===== src/rtl/sys_ctrl_pkg.sv =====
`default_nettype none
// +----------------------------------------------------------------------+
// | sys_ctrl_pkg : states, command opcodes and operand addresses shared  |
// |                by the sys_ctrl command sequencer                     |
// | Revision     : 1.0                                                   |
// +----------------------------------------------------------------------+
package sys_ctrl_pkg;

  typedef enum logic [3:0] {
    IDLE      = 4'd0,
    WR_ADDR   = 4'd1,
    WR_DATA   = 4'd2,
    RD_ADDR   = 4'd3,
    RD_WAIT   = 4'd4,
    OP_A      = 4'd5,
    OP_B      = 4'd6,
    ALU_FUN   = 4'd7,
    ALU_WAIT  = 4'd8,
    TX_LO     = 4'd9,
    TX_HI     = 4'd10,
    TX_RD     = 4'd11
  } state_e;

  localparam logic [7:0] CMD_WR      = 8'hAA;
  localparam logic [7:0] CMD_RD      = 8'hBB;
  localparam logic [7:0] CMD_ALU_OP  = 8'hCC;
  localparam logic [7:0] CMD_ALU_NOP = 8'hDD;

  localparam int unsigned OPA_ADDR = 0;
  localparam int unsigned OPB_ADDR = 1;

  // States that sit inside a frame waiting for the next command byte.
  function automatic logic is_byte_wait(input state_e s);
    return (s == WR_ADDR) || (s == WR_DATA) || (s == RD_ADDR) ||
           (s == OP_A)    || (s == OP_B)    || (s == ALU_FUN);
  endfunction

endpackage
`default_nettype wire


===== src/rtl/sys_ctrl_if.sv =====
`default_nettype none
// +----------------------------------------------------------------------+
// | sys_ctrl_if : UART rx/tx, register-file and ALU bus of sys_ctrl      |
// | Revision    : 1.0                                                    |
// +----------------------------------------------------------------------+
interface sys_ctrl_if #(
  parameter int DATA_WIDTH = 8,
  parameter int ADDR_WIDTH = 4,
  parameter int FUN_WIDTH  = 4
);
  logic [DATA_WIDTH-1:0]   rx_data;
  logic                    rx_valid;
  logic                    rx_err;
  logic                    rf_wr_en;
  logic                    rf_rd_en;
  logic [ADDR_WIDTH-1:0]   rf_addr;
  logic [DATA_WIDTH-1:0]   rf_wr_data;
  logic [DATA_WIDTH-1:0]   rf_rd_data;
  logic                    rf_rd_valid;
  logic                    alu_en;
  logic [FUN_WIDTH-1:0]    alu_fun;
  logic [2*DATA_WIDTH-1:0] alu_out;
  logic                    alu_out_valid;
  logic                    clk_gate_en;
  logic [DATA_WIDTH-1:0]   tx_data;
  logic                    tx_valid;
  logic                    tx_ready;

  modport master (
    input  rx_data, rx_valid, rx_err, rf_rd_data, rf_rd_valid,
           alu_out, alu_out_valid, tx_ready,
    output rf_wr_en, rf_rd_en, rf_addr, rf_wr_data, alu_en, alu_fun,
           clk_gate_en, tx_data, tx_valid
  );

  modport slave (
    output rx_data, rx_valid, rx_err, rf_rd_data, rf_rd_valid,
           alu_out, alu_out_valid, tx_ready,
    input  rf_wr_en, rf_rd_en, rf_addr, rf_wr_data, alu_en, alu_fun,
           clk_gate_en, tx_data, tx_valid
  );
endinterface
`default_nettype wire


===== src/rtl/sys_ctrl_tx_ser.sv =====
`default_nettype none
// +----------------------------------------------------------------------+
// | sys_ctrl_tx_ser : holds a 1- or 2-byte response and presents it      |
// |                   LSB first on a valid/ready byte handshake          |
// | Revision        : 1.0                                                |
// +----------------------------------------------------------------------+
module sys_ctrl_tx_ser #(
  parameter int DATA_WIDTH = 8
) (
  input  logic                    clk,
  input  logic                    rst_n,
  input  logic                    load_i,
  input  logic                    two_i,
  input  logic [2*DATA_WIDTH-1:0] data_i,
  input  logic                    ready_i,
  output logic [DATA_WIDTH-1:0]   data_o,
  output logic                    valid_o,
  output logic                    accept_o
);
  logic                  valid_q;
  logic                  hi_pend_q;
  logic [DATA_WIDTH-1:0] data_q;
  logic [DATA_WIDTH-1:0] hi_q;

  assign accept_o = valid_q & ready_i;

  always_ff @(posedge clk or negedge rst_n) begin
    if (!rst_n) begin
      valid_q   <= 1'b0;
      hi_pend_q <= 1'b0;
      data_q    <= '0;
      hi_q      <= '0;
    end else if (load_i) begin
      valid_q   <= 1'b1;
      hi_pend_q <= two_i;
      data_q    <= data_i[DATA_WIDTH-1:0];
      hi_q      <= data_i[2*DATA_WIDTH-1:DATA_WIDTH];
    end else if (accept_o) begin
      // Second byte goes out the cycle after the first is taken.
      if (hi_pend_q) begin
        data_q    <= hi_q;
        hi_pend_q <= 1'b0;
      end else begin
        valid_q   <= 1'b0;
      end
    end
  end

  assign data_o  = data_q;
  assign valid_o = valid_q;
endmodule
`default_nettype wire


===== src/rtl/sys_ctrl.sv =====
`default_nettype none
// +----------------------------------------------------------------------+
// | sys_ctrl : UART command sequencer driving the register file and ALU  |
// |            Optional inter-byte timeout: SYS_CTRL_TIMEOUT_EN          |
// | Revision : 1.0                                                       |
// +----------------------------------------------------------------------+
module sys_ctrl
  import sys_ctrl_pkg::*;
#(
  parameter int DATA_WIDTH  = 8,
  parameter int ADDR_WIDTH  = 4,
  parameter int FUN_WIDTH   = 4,
  parameter int TIMEOUT_CYC = 4096
) (
  input  logic       clk,
  input  logic       rst_n,
  sys_ctrl_if.master bus_if
);
  state_e                  state_q, state_d;
  logic                    rf_wr_en_q, rf_wr_en_d;
  logic                    rf_rd_en_q, rf_rd_en_d;
  logic                    alu_en_q, alu_en_d;
  logic [ADDR_WIDTH-1:0]   rf_addr_q, rf_addr_d;
  logic [DATA_WIDTH-1:0]   rf_wr_data_q, rf_wr_data_d;
  logic [FUN_WIDTH-1:0]    alu_fun_q, alu_fun_d;
  logic                    gate_q, gate_d;
  logic                    alu_pend_q, alu_pend_d;
  logic                    tx_load, tx_two, tx_accept;
  logic [2*DATA_WIDTH-1:0] tx_load_data;
  logic                    timeout_hit;
  logic                    rx_ok, rx_bad;

  assign rx_ok  = bus_if.rx_valid & ~bus_if.rx_err;
  assign rx_bad = bus_if.rx_valid &  bus_if.rx_err;

`ifdef SYS_CTRL_TIMEOUT_EN
  localparam int TO_W = (TIMEOUT_CYC > 1) ? $clog2(TIMEOUT_CYC) : 1;
  logic [TO_W-1:0] to_cnt_q, to_cnt_d;

  always_comb begin
    to_cnt_d    = '0;
    timeout_hit = 1'b0;
    if (is_byte_wait(state_q) && !bus_if.rx_valid) begin
      if (to_cnt_q == TO_W'(TIMEOUT_CYC - 1)) timeout_hit = 1'b1;
      else                                     to_cnt_d    = to_cnt_q + 1'b1;
    end
  end

  always_ff @(posedge clk or negedge rst_n) begin
    if (!rst_n) to_cnt_q <= '0;
    else        to_cnt_q <= to_cnt_d;
  end
`else
  // Always 0 for any legal TIMEOUT_CYC; the limit only matters with the counter built.
  assign timeout_hit = (TIMEOUT_CYC < 0);
`endif

  always_comb begin
    state_d      = state_q;
    rf_wr_en_d   = 1'b0;
    rf_rd_en_d   = 1'b0;
    alu_en_d     = 1'b0;
    rf_addr_d    = rf_addr_q;
    rf_wr_data_d = rf_wr_data_q;
    alu_fun_d    = alu_fun_q;
    gate_d       = gate_q;
    alu_pend_d   = alu_pend_q;
    tx_load      = 1'b0;
    tx_two       = 1'b0;
    tx_load_data = '0;
    case (state_q)
      IDLE: if (rx_ok) begin
        if      (bus_if.rx_data == DATA_WIDTH'(CMD_WR))      state_d = WR_ADDR;
        else if (bus_if.rx_data == DATA_WIDTH'(CMD_RD))      state_d = RD_ADDR;
        else if (bus_if.rx_data == DATA_WIDTH'(CMD_ALU_OP))  state_d = OP_A;
        else if (bus_if.rx_data == DATA_WIDTH'(CMD_ALU_NOP)) state_d = ALU_FUN;
      end
      WR_ADDR: if (rx_ok) begin
        rf_addr_d = bus_if.rx_data[ADDR_WIDTH-1:0];
        state_d   = WR_DATA;
      end
      WR_DATA: if (rx_ok) begin
        rf_wr_data_d = bus_if.rx_data;
        rf_wr_en_d   = 1'b1;
        state_d      = IDLE;
      end
      RD_ADDR: if (rx_ok) begin
        rf_addr_d  = bus_if.rx_data[ADDR_WIDTH-1:0];
        rf_rd_en_d = 1'b1;
        state_d    = RD_WAIT;
      end
      RD_WAIT: if (bus_if.rf_rd_valid) begin
        tx_load      = 1'b1;
        tx_load_data = {{DATA_WIDTH{1'b0}}, bus_if.rf_rd_data};
        state_d      = TX_RD;
      end
      OP_A: if (rx_ok) begin
        rf_addr_d    = ADDR_WIDTH'(OPA_ADDR);
        rf_wr_data_d = bus_if.rx_data;
        rf_wr_en_d   = 1'b1;
        state_d      = OP_B;
      end
      OP_B: if (rx_ok) begin
        rf_addr_d    = ADDR_WIDTH'(OPB_ADDR);
        rf_wr_data_d = bus_if.rx_data;
        rf_wr_en_d   = 1'b1;
        state_d      = ALU_FUN;
      end
      ALU_FUN: if (rx_ok) begin
        alu_fun_d  = bus_if.rx_data[FUN_WIDTH-1:0];
        gate_d     = 1'b1;
        alu_pend_d = 1'b1;
        state_d    = ALU_WAIT;
      end
      ALU_WAIT: begin
        // One cycle of gated clock before the strobe lets the ALU clock settle.
        if (alu_pend_q) begin
          alu_en_d   = 1'b1;
          alu_pend_d = 1'b0;
        end else if (bus_if.alu_out_valid) begin
          gate_d       = 1'b0;
          tx_load      = 1'b1;
          tx_two       = 1'b1;
          tx_load_data = bus_if.alu_out;
          state_d      = TX_LO;
        end
      end
      TX_LO:   if (tx_accept) state_d = TX_HI;
      TX_HI:   if (tx_accept) state_d = IDLE;
      TX_RD:   if (tx_accept) state_d = IDLE;
      default: state_d = IDLE;
    endcase
    if ((rx_bad && is_byte_wait(state_q)) || timeout_hit) state_d = IDLE;
  end

  always_ff @(posedge clk or negedge rst_n) begin
    if (!rst_n) begin
      state_q      <= IDLE;
      rf_wr_en_q   <= 1'b0;
      rf_rd_en_q   <= 1'b0;
      alu_en_q     <= 1'b0;
      rf_addr_q    <= '0;
      rf_wr_data_q <= '0;
      alu_fun_q    <= '0;
      gate_q       <= 1'b0;
      alu_pend_q   <= 1'b0;
    end else begin
      state_q      <= state_d;
      rf_wr_en_q   <= rf_wr_en_d;
      rf_rd_en_q   <= rf_rd_en_d;
      alu_en_q     <= alu_en_d;
      rf_addr_q    <= rf_addr_d;
      rf_wr_data_q <= rf_wr_data_d;
      alu_fun_q    <= alu_fun_d;
      gate_q       <= gate_d;
      alu_pend_q   <= alu_pend_d;
    end
  end

  sys_ctrl_tx_ser #(
    .DATA_WIDTH (DATA_WIDTH)
  ) u_tx_ser (
    .clk      (clk),
    .rst_n    (rst_n),
    .load_i   (tx_load),
    .two_i    (tx_two),
    .data_i   (tx_load_data),
    .ready_i  (bus_if.tx_ready),
    .data_o   (bus_if.tx_data),
    .valid_o  (bus_if.tx_valid),
    .accept_o (tx_accept)
  );

  assign bus_if.rf_wr_en    = rf_wr_en_q;
  assign bus_if.rf_rd_en    = rf_rd_en_q;
  assign bus_if.alu_en      = alu_en_q;
  assign bus_if.rf_addr     = rf_addr_q;
  assign bus_if.rf_wr_data  = rf_wr_data_q;
  assign bus_if.alu_fun     = alu_fun_q;
  assign bus_if.clk_gate_en = gate_q;
endmodule
`default_nettype wire

===== src/flat_wrapper.sv =====
// flat-port wrapper written by rule: the top's interface ports become plain ports
module sys_ctrl_flat import sys_ctrl_pkg::*;
#(
  parameter int DATA_WIDTH  = 8,
  parameter int ADDR_WIDTH  = 4,
  parameter int FUN_WIDTH   = 4,
  parameter int TIMEOUT_CYC = 4096
)
  (clk, rst_n, bus_if_rx_data, bus_if_rx_valid, bus_if_rx_err, bus_if_rf_rd_data, bus_if_rf_rd_valid, bus_if_alu_out, bus_if_alu_out_valid, bus_if_tx_ready, bus_if_rf_wr_en, bus_if_rf_rd_en, bus_if_rf_addr, bus_if_rf_wr_data, bus_if_alu_en, bus_if_alu_fun, bus_if_clk_gate_en, bus_if_tx_data, bus_if_tx_valid);
  sys_ctrl_if #(.DATA_WIDTH(DATA_WIDTH), .ADDR_WIDTH(ADDR_WIDTH), .FUN_WIDTH(FUN_WIDTH)) bus_if_i ();
  input  logic clk;
  input  logic rst_n;
  input wire logic [$bits(bus_if_i.rx_data)-1:0] bus_if_rx_data;
  input wire logic [$bits(bus_if_i.rx_valid)-1:0] bus_if_rx_valid;
  input wire logic [$bits(bus_if_i.rx_err)-1:0] bus_if_rx_err;
  input wire logic [$bits(bus_if_i.rf_rd_data)-1:0] bus_if_rf_rd_data;
  input wire logic [$bits(bus_if_i.rf_rd_valid)-1:0] bus_if_rf_rd_valid;
  input wire logic [$bits(bus_if_i.alu_out)-1:0] bus_if_alu_out;
  input wire logic [$bits(bus_if_i.alu_out_valid)-1:0] bus_if_alu_out_valid;
  input wire logic [$bits(bus_if_i.tx_ready)-1:0] bus_if_tx_ready;
  output wire logic [$bits(bus_if_i.rf_wr_en)-1:0] bus_if_rf_wr_en;
  output wire logic [$bits(bus_if_i.rf_rd_en)-1:0] bus_if_rf_rd_en;
  output wire logic [$bits(bus_if_i.rf_addr)-1:0] bus_if_rf_addr;
  output wire logic [$bits(bus_if_i.rf_wr_data)-1:0] bus_if_rf_wr_data;
  output wire logic [$bits(bus_if_i.alu_en)-1:0] bus_if_alu_en;
  output wire logic [$bits(bus_if_i.alu_fun)-1:0] bus_if_alu_fun;
  output wire logic [$bits(bus_if_i.clk_gate_en)-1:0] bus_if_clk_gate_en;
  output wire logic [$bits(bus_if_i.tx_data)-1:0] bus_if_tx_data;
  output wire logic [$bits(bus_if_i.tx_valid)-1:0] bus_if_tx_valid;
  assign bus_if_i.rx_data = bus_if_rx_data;
  assign bus_if_i.rx_valid = bus_if_rx_valid;
  assign bus_if_i.rx_err = bus_if_rx_err;
  assign bus_if_i.rf_rd_data = bus_if_rf_rd_data;
  assign bus_if_i.rf_rd_valid = bus_if_rf_rd_valid;
  assign bus_if_i.alu_out = bus_if_alu_out;
  assign bus_if_i.alu_out_valid = bus_if_alu_out_valid;
  assign bus_if_i.tx_ready = bus_if_tx_ready;
  assign bus_if_rf_wr_en = bus_if_i.rf_wr_en;
  assign bus_if_rf_rd_en = bus_if_i.rf_rd_en;
  assign bus_if_rf_addr = bus_if_i.rf_addr;
  assign bus_if_rf_wr_data = bus_if_i.rf_wr_data;
  assign bus_if_alu_en = bus_if_i.alu_en;
  assign bus_if_alu_fun = bus_if_i.alu_fun;
  assign bus_if_clk_gate_en = bus_if_i.clk_gate_en;
  assign bus_if_tx_data = bus_if_i.tx_data;
  assign bus_if_tx_valid = bus_if_i.tx_valid;
  sys_ctrl #(.DATA_WIDTH(DATA_WIDTH), .ADDR_WIDTH(ADDR_WIDTH), .FUN_WIDTH(FUN_WIDTH), .TIMEOUT_CYC(TIMEOUT_CYC)) u_core (.clk(clk), .rst_n(rst_n), .bus_if(bus_if_i));
endmodule

===== config.mk =====
export PLATFORM = sky130hd
export DESIGN_NAME = sys_ctrl_flat
export DESIGN_NICKNAME = d
export VERILOG_FILES = /design/src/rtl/sys_ctrl_pkg.sv /design/src/rtl/sys_ctrl_if.sv /design/src/rtl/sys_ctrl_tx_ser.sv /design/src/rtl/sys_ctrl.sv /design/src/flat_wrapper.sv
export SDC_FILE = /design/constraint.sdc
export NUM_CORES = 1
export LEC_CHECK = 0
export CELL_PAD_IN_SITES_DETAIL_PLACEMENT = 0
export CELL_PAD_IN_SITES_GLOBAL_PLACEMENT = 1
export CORE_ASPECT_RATIO = 1.4
export CORE_MARGIN = 2
export CORE_UTILIZATION = 37
export CTS_CLUSTER_DIAMETER = 30
export DETAILED_ROUTE_END_ITERATION = 10
export HOLD_SLACK_MARGIN = 0.02
export PLACE_DENSITY_LB_ADDON = 0.15
export SLEW_MARGIN = 0
export SYNTH_ARGS = -nofsm -noshare
export SYNTH_HDL_FRONTEND = slang
export SYNTH_SLANG_ARGS = --single-unit

===== constraint.sdc =====
create_clock -name clk -period 4.08 [get_ports clk]
set_input_delay 0.816 -clock clk [delete_from_list [all_inputs] [get_ports clk]]
set_output_delay 0.816 -clock clk [all_outputs]
set_load 0.1 [all_outputs]

==> impl_metrics.xml <==
<?xml version="1.0" encoding="UTF-8"?>
<metrics>
  <group name="outcome">
    <metric name="run_status" unit="">finished clean</metric>
  </group>
  <group name="finish">
    <metric name="final_core_util" unit="%">52.6</metric>
    <metric name="layout.nets" unit="">306</metric>
    <metric name="area_growth" unit="%">39.3</metric>
    <metric name="fillCellCount" unit="">541</metric>
    <metric name="register_area" unit="um^2">1080</metric>
    <metric name="diodes" unit="">0</metric>
    <metric name="final_area" unit="um^2">2870</metric>
    <metric name="post_route_cells_drive_above_1_share" unit="%">11.6</metric>
    <metric name="footprint_of_the_multi_input_gates" unit="um^2">916</metric>
  </group>
  <group name="drt">
    <metric name="initial_drc_count" unit="">66</metric>
    <metric name="detail_route.wirelength" unit="um">4920</metric>
    <metric name="via_per_inst" unit="">5.14</metric>
    <metric name="drt_first_pass_iters" unit="">4</metric>
    <metric name="vias" unit="">1728</metric>
    <metric name="remaining_drc_errors" unit="">0</metric>
    <metric name="final_antenna_net_count" unit="">0</metric>
    <metric name="routed_wire_length_per_instance" unit="um">14.6</metric>
  </group>
  <group name="sta">
    <metric name="period_needed" unit="ps">2690</metric>
    <metric name="max_freq" unit="MHz">372</metric>
    <metric name="slew_violations" unit="">0</metric>
    <metric name="fin_setup_tns" unit="ps">0</metric>
    <metric name="clock-skew-final" unit="ps">7.17</metric>
    <metric name="finalCritPeriodShare" unit="%">65.9</metric>
    <metric name="grt_setup_unrepaired" unit="">no</metric>
    <metric name="hold_viol_final" unit="">0</metric>
    <metric name="slew_headroom" unit="%">33.4</metric>
    <metric name="worst-slew-pin-transition" unit="ps">996</metric>
    <metric name="setup-violations-final" unit="">0</metric>
  </group>
  <group name="clock_tree">
    <metric name="max-clock-path-buffers" unit="">2</metric>
    <metric name="cts_inserted_buffers" unit="">5</metric>
    <metric name="postCtsResizedCells" unit="">0</metric>
    <metric name="cts_hold_repair.buffers" unit="">0</metric>
    <metric name="cts_max_level" unit="">2</metric>
    <metric name="insertion_delay" unit="ps">300</metric>
    <metric name="clock_tree_from_tritoncts" unit="">yes</metric>
    <metric name="tritoncts_num_sinks" unit="">43</metric>
    <metric name="clock-root-buffer" unit="">clkbuf_8</metric>
    <metric name="postCtsSetupBuffers" unit="">0</metric>
    <metric name="clkSlewWorstSetupHoldPaths" unit="ps">80</metric>
  </group>
  <group name="critical_path">
    <metric name="worstSetupEndpointType" unit="">primary output</metric>
    <metric name="crit_type" unit="">register to primary output</metric>
    <metric name="cp.arrival" unit="ps">1870</metric>
    <metric name="cp_slowest_stage_delay" unit="ps">1160</metric>
    <metric name="critical_path_peak_fanout" unit="">5</metric>
    <metric name="required" unit="ps">3260</metric>
    <metric name="timing.critical_path.cells" unit="">clkdlybuf4s50_1</metric>
    <metric name="worst-path-buf-inv" unit="">1</metric>
    <metric name="worst_path_max_delay_cell" unit="">clkdlybuf4s50_1</metric>
    <metric name="crit_family" unit="">buffers and inverters</metric>
    <metric name="crit_path_start_kind" unit="">register</metric>
  </group>
  <group name="floorplan">
    <metric name="fp.dieArea" unit="um^2">6180</metric>
    <metric name="floorplan.die.width" unit="um">67.0</metric>
    <metric name="start_util" unit="%">37.8</metric>
    <metric name="io_pins" unit="">68</metric>
    <metric name="die_y" unit="um">92.2</metric>
    <metric name="num_rows" unit="">32</metric>
    <metric name="core_region_area" unit="um^2">5450</metric>
  </group>
  <group name="global_routing">
    <metric name="largest_net_degree_at_the_start_of_global_routing" unit="">44</metric>
    <metric name="track_usage" unit="%">16.9</metric>
    <metric name="gr-total-overflow" unit="">0</metric>
    <metric name="global_route_wire_length_before_repair" unit="um">7940</metric>
    <metric name="initial_antenna_violation_count" unit="">0</metric>
    <metric name="grt_pass1_vias" unit="">1662</metric>
  </group>
  <group name="yosys">
    <metric name="post_synthesis_instance_total" unit="">202</metric>
    <metric name="number_of_enable_flip_flop_cells_after_synthesis" unit="">0</metric>
    <metric name="syn-cell-area" unit="um^2">2060</metric>
    <metric name="synth_top_flop_cell" unit="">dfrtp_1</metric>
    <metric name="yosys_register_bits" unit="">43</metric>
    <metric name="synth.avg_cell_area" unit="um^2">10.2</metric>
    <metric name="mappedNetlistNets" unit="">241</metric>
    <metric name="ys_async_sr_fraction" unit="%">100</metric>
    <metric name="yosys.cell_types.count" unit="">39</metric>
    <metric name="yosys_warn_count" unit="">0</metric>
    <metric name="synth-seq-area-share" unit="%">52.3</metric>
  </group>
  <group name="placement">
    <metric name="finalWeightedCongestion" unit="">0.775</metric>
    <metric name="placed_cell_area" unit="um^2">2760</metric>
    <metric name="count_of_port_buffers_added_during_placement" unit="">67</metric>
    <metric name="dp.final_hpwl" unit="um">3630</metric>
  </group>
  <group name="run">
    <metric name="max_cap_violations" unit="">0</metric>
  </group>
  <group name="hold_path">
    <metric name="min_path_type" unit="">register to register</metric>
  </group>
</metrics>
==> Yosys cell counts, types with 2 or more instances <==
| cell type | number | area [um^2] |
|---|---|---|
| a21o_1 | 2 | 15.0 |
| inv_1 | 3 | 11.3 |
| buf_2 | 7 | 35.0 |
| nand2b_1 | 3 | 18.8 |
| mux2_2 | 12 | 135 |
| a21oi_1 | 7 | 35.0 |
| nor2_1 | 17 | 63.8 |
| nor2_2 | 2 | 12.5 |
| o21ai_0 | 18 | 90.1 |
| nand3_1 | 6 | 30.0 |
| a31oi_1 | 7 | 43.8 |
| nor2b_1 | 2 | 12.5 |
| nand4b_1 | 2 | 17.5 |
| nand2_1 | 35 | 131 |
| a22oi_1 | 8 | 60.1 |
| dfrtp_1 | 43 | 1080 |
| xnor2_1 | 2 | 17.5 |
| and3_1 | 3 | 18.8 |
| buf_4 | 2 | 15.0 |
| a211oi_1 | 2 | 15.0 |
==> registers in the layout, summed over array words and instances (netlist names) <==
register	flops
u_core.u_tx_ser.hi_q	8
u_core.bus_if.alu_fun	4
u_core.u_tx_ser.hi_pend_q	1
u_core.bus_if.rf_wr_en	1
u_core.bus_if.rf_addr	4
u_core.u_tx_ser.valid_o	1
u_core.bus_if.rf_rd_en	1
u_core.alu_pend_q	1
u_core.bus_if.clk_gate_en	1
u_core.bus_if.alu_en	1
u_core.state_q	4
u_core.bus_if.rf_wr_data	8
u_core.u_tx_ser.data_o	8
==> final cells by class <==
| cell class | instances | area share [%] |
|---|---|---|
| sequential | 43 | 37.6 |
| multi-input combinational | 146 | 32.0 |
| timing repair buffer | 68 | 23.5 |
| clock buffer | 7 | 3.36 |
| tap | 68 | 2.97 |
| inverter | 3 | 0.393 |
| clock inverter | 1 | 0.262 |
==> layer usage <==
layer  global-route usage [%]  wire (um)  vias to the layer above
met5                        0          0                        -
met4                     5.61         71                        0
met3                     3.80        248                        5
met2                     29.9       2560                       43
met1                     19.7       2040                      828
li1                         -          -                      852
==> cells in the final DEF (no fill, tap or decap), types with 3 or more instances in the layout <==
| master | instances |
|---|---|
| clkdlybuf4s50_1 | 66 |
| mux2_2 | 12 |
| clkbuf_8 | 7 |
| and3_1 | 3 |
| nand2b_1 | 3 |
| a22oi_1 | 8 |
| inv_1 | 3 |
| nand2_1 | 35 |
| a31oi_1 | 7 |
| nor2_1 | 17 |
| a21oi_1 | 7 |
| nand3_1 | 6 |
| dfrtp_1 | 43 |
| o21ai_0 | 18 |
==> path summary, 6_finish.rpt <==
| check | start | end | slack, ps | depth (start not counted) |
|---|---|---|---|---|
| hold / removal | u_core.u_tx_ser.hi_q[1] | u_core.u_tx_ser.hi_q[1] | 460 | 2 |
| min in group asynchronous | rst_n | u_core.u_tx_ser.data_o[6] | 680 | 1 |
| hold reg to reg | u_core.u_tx_ser.hi_q[1] | u_core.u_tx_ser.hi_q[1] | 460 | 2 |
| max in group asynchronous | rst_n | u_core.state_q[1] | 2810 | 1 |
| setup / recovery | u_core.u_tx_ser.valid_o | bus_if_tx_valid | 1390 | 1 |
| setup reg to reg | u_core.state_q[0] | u_core.u_tx_ser.data_o[6] | 1830 | 6 |
==> metrics by stage <==
step | hold WS, ps | setup WS [ps] | std cells
detailed placement | 452 | 1350 | 328
global placement | 444 | 1350 | 328
floorplan | 432 | 2030 | 202
CTS | 472 | 1380 | 336
global route | 497 | 1330 | 336
finish | 464 | 1390 | 336
==> worst register-to-register path, stage by stage (launching register included) <==
cell,delay [ps]
dfrtp_1,590
nor3_2,400
and4b_1,540
buf_4,250
nor2_2,100
nand2_1,130
a31oi_1,90
==> logic make-up after synthesis <==
family	count (synthesis)	share of synthesized area [%]
XOR/XNOR	3	1.28
multiplexers	12	6.57
flip-flops	43	52.3
AND/OR/NAND/NOR	77	18.3
AO/OA/AOI/OAI	54	18.4
buffers and inverters	13	3.16
Power is not shown: default switching activity piles up to over one toggle a cycle in this logic, so the estimate is an artifact.
